[src/rtl/sar_adc_ctrl.sv]
`default_nettype none
// sar_adc_ctrl: successive-approximation ADC sequencer (sample, per-bit settle/decide, result latch).
// Revision 1.0 -- initial release.
module sar_adc_ctrl #(
    parameter int WIDTH         = 8,
    parameter int SAMPLE_CYCLES = 2,
    parameter int SETTLE_CYCLES = 4
) (
    input  logic             clk,
    input  logic             rst_n,
    input  logic             ena,
    input  logic             start_i,
    input  logic             cmp_i,
    output logic             sample_o,
    output logic [WIDTH-1:0] dac_o,
    output logic             busy_o,
    output logic             valid_o,
    output logic [WIDTH-1:0] data_o
);

    localparam int MAX_CYCLES = (SAMPLE_CYCLES > SETTLE_CYCLES) ? SAMPLE_CYCLES : SETTLE_CYCLES;
    localparam int CNT_W      = $clog2(MAX_CYCLES + 1);
    localparam int IDX_W      = $clog2(WIDTH);

    localparam logic [CNT_W-1:0] SAMPLE_LAST = CNT_W'(SAMPLE_CYCLES - 1);
    localparam logic [CNT_W-1:0] SETTLE_LAST = CNT_W'(SETTLE_CYCLES - 1);
    localparam logic [CNT_W-1:0] CNT_ONE     = CNT_W'(1);
    localparam logic [IDX_W-1:0] IDX_MSB     = IDX_W'(WIDTH - 1);
    localparam logic [IDX_W-1:0] IDX_ONE     = IDX_W'(1);
    localparam logic [WIDTH-1:0] LSB_ONE     = WIDTH'(1);

    generate
        if (WIDTH < 4 || WIDTH > 12) begin : g_bad_width
            $error("sar_adc_ctrl: WIDTH must lie within 4..12");
        end
        if (SAMPLE_CYCLES < 1) begin : g_bad_sample
            $error("sar_adc_ctrl: SAMPLE_CYCLES must be at least 1");
        end
        if (SETTLE_CYCLES < 3) begin : g_bad_settle
            $error("sar_adc_ctrl: SETTLE_CYCLES must be at least 3");
        end
    endgenerate

    typedef enum logic [2:0] {
        ST_IDLE   = 3'd0,
        ST_SAMPLE = 3'd1,
        ST_SETTLE = 3'd2,
        ST_DECIDE = 3'd3,
        ST_DONE   = 3'd4
    } state_t;

    state_t           state;
    logic [CNT_W-1:0] cnt;
    logic [IDX_W-1:0] bit_idx;
    logic [WIDTH-1:0] trial;
    logic             cmp_meta;
    logic             cmp_sync;

    logic [WIDTH-1:0] bit_mask;
    logic [WIDTH-1:0] decided;

    // trial holds only the bits already resolved; the bit under test lives in bit_mask
    assign bit_mask = LSB_ONE << bit_idx;
    assign decided  = trial | (cmp_sync ? bit_mask : '0);

    always_ff @(posedge clk) begin
        if (!rst_n) begin
            cmp_meta <= 1'b0;
            cmp_sync <= 1'b0;
        end else begin
            cmp_meta <= cmp_i;
            cmp_sync <= cmp_meta;
        end
    end

    always_ff @(posedge clk) begin
        if (!rst_n) begin
            state    <= ST_IDLE;
            cnt      <= '0;
            bit_idx  <= '0;
            trial    <= '0;
            sample_o <= 1'b0;
            dac_o    <= '0;
            busy_o   <= 1'b0;
            valid_o  <= 1'b0;
            data_o   <= '0;
        end else if (!ena) begin
            // abort: everything but the last result returns to idle
            state    <= ST_IDLE;
            cnt      <= '0;
            bit_idx  <= '0;
            trial    <= '0;
            sample_o <= 1'b0;
            dac_o    <= '0;
            busy_o   <= 1'b0;
            valid_o  <= 1'b0;
        end else begin
            valid_o <= 1'b0;
            case (state)
                ST_IDLE: begin
                    if (start_i) begin
                        state    <= ST_SAMPLE;
                        cnt      <= '0;
                        bit_idx  <= IDX_MSB;
                        trial    <= '0;
                        sample_o <= 1'b1;
                        dac_o    <= '0;
                        busy_o   <= 1'b1;
                    end
                end
                ST_SAMPLE: begin
                    if (cnt == SAMPLE_LAST) begin
                        state    <= ST_SETTLE;
                        cnt      <= '0;
                        sample_o <= 1'b0;
                        dac_o    <= trial | bit_mask;
                    end else begin
                        cnt <= cnt + CNT_ONE;
                    end
                end
                ST_SETTLE: begin
                    if (cnt == SETTLE_LAST) begin
                        state <= ST_DECIDE;
                        cnt   <= '0;
                    end else begin
                        cnt <= cnt + CNT_ONE;
                    end
                end
                ST_DECIDE: begin
                    trial <= decided;
                    if (bit_idx != '0) begin
                        state   <= ST_SETTLE;
                        bit_idx <= bit_idx - IDX_ONE;
                        dac_o   <= decided | (bit_mask >> 1);
                    end else begin
                        state <= ST_DONE;
                        dac_o <= '0;
                    end
                end
                ST_DONE: begin
                    state   <= ST_IDLE;
                    data_o  <= trial;
                    valid_o <= 1'b1;
                    busy_o  <= 1'b0;
                end
                default: begin
                    state    <= ST_IDLE;
                    cnt      <= '0;
                    sample_o <= 1'b0;
                    dac_o    <= '0;
                    busy_o   <= 1'b0;
                end
            endcase
        end
    end

endmodule
`default_nettype wire

[config.mk]
export PLATFORM = sky130hd
export DESIGN_NAME = sar_adc_ctrl
export DESIGN_NICKNAME = d
export VERILOG_FILES = /design/src/rtl/sar_adc_ctrl.sv
export SDC_FILE = /design/constraint.sdc
export NUM_CORES = 1
export LEC_CHECK = 0
export CORE_AREA = 8 8 68 70
export DETAILED_ROUTE_END_ITERATION = 8
export DIE_AREA = 0 0 76 78
export PLACE_DENSITY = 0.78
export SLEW_MARGIN = 20
export SYNTH_ARGS = -nofsm -noshare
export SYNTH_HDL_FRONTEND = slang
export SYNTH_SLANG_ARGS = --single-unit
[constraint.sdc]
create_clock -name clk -period 2.88 [get_ports clk]
set_clock_uncertainty 0.15 [all_clocks]
set_input_delay 0.432 -clock clk [delete_from_list [all_inputs] [get_ports clk]]
set_output_delay 0.432 -clock clk [all_outputs]
set_load 0.02 [all_outputs]
==> impl_metrics.tcl <==
set metrics [dict create \
    antenna-diode-count 0 \
    grt_overflow 0 \
    clk_path_buf_depth 2 \
    finalSetupTns_ps 0 \
    drc_errors 0 \
    setup.worst_path.start "bit_idx[0]$_SDFFE_PN0P_" \
    place_congestion 0.829 \
    hold_class "reg2reg" \
    synth_nets 224 \
    firstDrtPassIters 4 \
    row_count 22 \
    synthFlopType "dfxtp_1" \
    htree_levels 2 \
    worstMarginPinSlew_ps 762 \
    final_net_count 242 \
    post-route-min-period_ps 1930 \
    gr-usage-all-layers_pct 14.1 \
    synth_top_area_share_pct 41.3 \
    cts_setup_buffers 0 \
    io_pins 24 \
    r2r-start "bit_idx[0]$_SDFFE_PN0P_" \
    drive_above_1_share_pct 6.11 \
    clockRootBuffer "clkbuf_4" \
    dieArea_um2 5930 \
    status "completed" \
    rrSetupSlack_ps 950 \
    cts.sinks 38 \
    async_reset_ff_share_pct 0 \
    finalCritPeriodShare_pct 66.9 \
    cp-endpoint "bit_idx[1]$_SDFFE_PN0P_" \
    required_ps 3000 \
    cts_hold_buffers 0 \
    drv_slew 0 \
    vias 1561 \
    postSynthCellCount 210 \
    numPortBuffers 23 \
    final_common_cell "dfxtp_1" \
    fp.dieW_um 76 \
    insertion_delay_ps 350 \
    place_hpwl_mm 2.82 \
    cts_made_buffers 5 \
    synth_seq_cells 38 \
    max_freq_ghz 0.519 \
    die_y_um 78 \
    clk_pin_slew_ps 120 \
    grt_setup_unrepaired "false" \
    avgSynthCellArea_um2 8.76 \
    cts_tree "done" \
    syn-cell-area_um2 1840 \
    dp_slack_ps 718 \
    timing.max_cap.violations 0 \
    wirelength_mm 3.94 \
    critPathKind "reg2reg" \
    cp-start-kind "register" \
    grt_pass1_vias 1577 \
    antenna_left 0 \
    crit_path_end_kind "register" \
    cts_resized 0 \
    ir_worst_vdd_mv 0.315 \
    post-synth-top-area-cell "dfxtp_1" \
    synthTopCellsByArea "dfxtp_1 41%, ha_1 6.1%, nand2_1 4.7%" \
    syn_to_final_growth_pct 17.9 \
    power_density_nw_per_um2 494 \
    start_util_pct 51.8 \
    r2r_end "bit_idx[1]$_SDFFE_PN0P_" \
    synth_edf_count 0 \
    hold_viol_final 0 \
    first_iter_violations 122 \
    utilization_pct 61.1 \
    netlist-cell-type-count 43 \
    setup_viol 0 \
    fin_hold_ws_ps 294 \
    fillers 312 \
    yosysSeqAreaShare_pct 41.3 \
    antenna_found_initial 0 \
    critical_path_arrival_ps 2050 \
    grt_pass1_wl_mm 7.03 \
    reg2regPathDepth 6 \
    p_leak_nw 0.766 \
    final_cell_mix "38 x dfxtp_1, 23 x nand2_1, 23 x clkdlybuf4s50_1, 22 x nor2_1, 13 x a21oi_1" \
    slew_headroom_pct 49.1 \
    path_max_fanout 9 \
    ys_warn_count 0 \
    grt_max_degree 25 \
    wl_per_cell_um 14.2 \
    setup_ws_ps 953 \
    coreArea_um2 3550 \
    via_per_inst 5.64 \
]
## Yosys cell counts, drive strengths merged, types with 2 or more instances
cell / instances
a211oi: 2
buf: 7
o21ai: 7
a21oi: 13
a22o: 4
clkbuf: 6
and3: 4
o31ai: 4
nor3: 7
dfxtp: 38
a31oi: 3
a22oi: 10
inv: 9
and2: 3
ha: 9
a32o: 4
nor3b: 2
nand2: 23
o22ai: 3
nand2b: 2
nor2: 22
a21o: 2
a21boi: 8
nor2b: 4
## routing by layer
layer | up-vias | GRT usage [%] | part of all wire [%]
met2 | 32 | 21.5 | 43
met1 | 733 | 17.1 | 49
met4 | 0 | 9.02 | 1.9
met3 | 7 | 3.92 | 5.1
li1 | 789 | - | -
met5 | - | 0 | 0
## area by class of cell
class                   count  area [µm²]  area share (%)
clock buffers               5        37.5            1.73
inverters                   9        33.8            1.56
repair buffers             24         238            11.0
flip-flops and latches     38         761            35.1
multi-input cells         150         971            44.8
well taps                  48        60.1            2.77
clock inverters             3        68.8            3.17
## report_power, final
part / internal, mW / switching, mW / total, mW
Clock: 0.271 / 0.187 / 0.459
Sequential: 0.531 / 0.00935 / 0.541
Combinational: 0.0297 / 0.0436 / 0.0732
## registers in the layout, indices dropped and copies added (netlist names)
register and cells:
bit_idx 3, busy_o 1, cmp_meta 1, cmp_sync 1, cnt 3, dac_o 8, data_o 8, sample_o 1
state 3, trial 8, valid_o 1
## logic make-up after synthesis
| group | after synthesis | synth area share (%) |
|---|---|---|
| DFF | 38 | 41.3 |
| adders and majority gates | 9 | 6.12 |
| buffers and inverters | 22 | 5.91 |
| and+or+nand+nor | 75 | 21.6 |
| AOI/OAI and AO/OA | 65 | 24.4 |
| muxes | 1 | 0.612 |
## critical path: stages, from the launching register on
cell and delay, ps:
dfxtp_1 430, inv_1 110, ha_1 320, nor2b_1 230
nor2_1 290, nor3_1 90, a211oi_1 230
## worst min path at each step
stage / start / to / depth (start not counted)
final: cmp_meta$_SDFF_PN0_ / cmp_sync$_SDFF_PN0_ / 1
after global placement: cmp_meta$_SDFF_PN0_ / cmp_sync$_SDFF_PN0_ / 1
after CTS: cmp_meta$_SDFF_PN0_ / cmp_sync$_SDFF_PN0_ / 1
after global routing: cmp_meta$_SDFF_PN0_ / cmp_sync$_SDFF_PN0_ / 1
after floorplan: cmp_meta$_SDFF_PN0_ / cmp_sync$_SDFF_PN0_ / 1
after detailed placement: cmp_meta$_SDFF_PN0_ / cmp_sync$_SDFF_PN0_ / 1
## per-stage QoR
| step | power [mW] | std cells | instance area, µm² |
|---|---|---|---|
| 2_1_floorplan | 0.603 | 210 | 1840 |
| 3_3_place_gp | 0.623 | 269 | 2060 |
| 4_1_cts | 1.09 | 277 | 2170 |
| 6_report | 1.07 | 277 | 2170 |
| 3_5_place_dp | 0.624 | 269 | 2060 |
| 5_1_grt | 1.11 | 277 | 2170 |
Power figures use the tool's default switching activity.
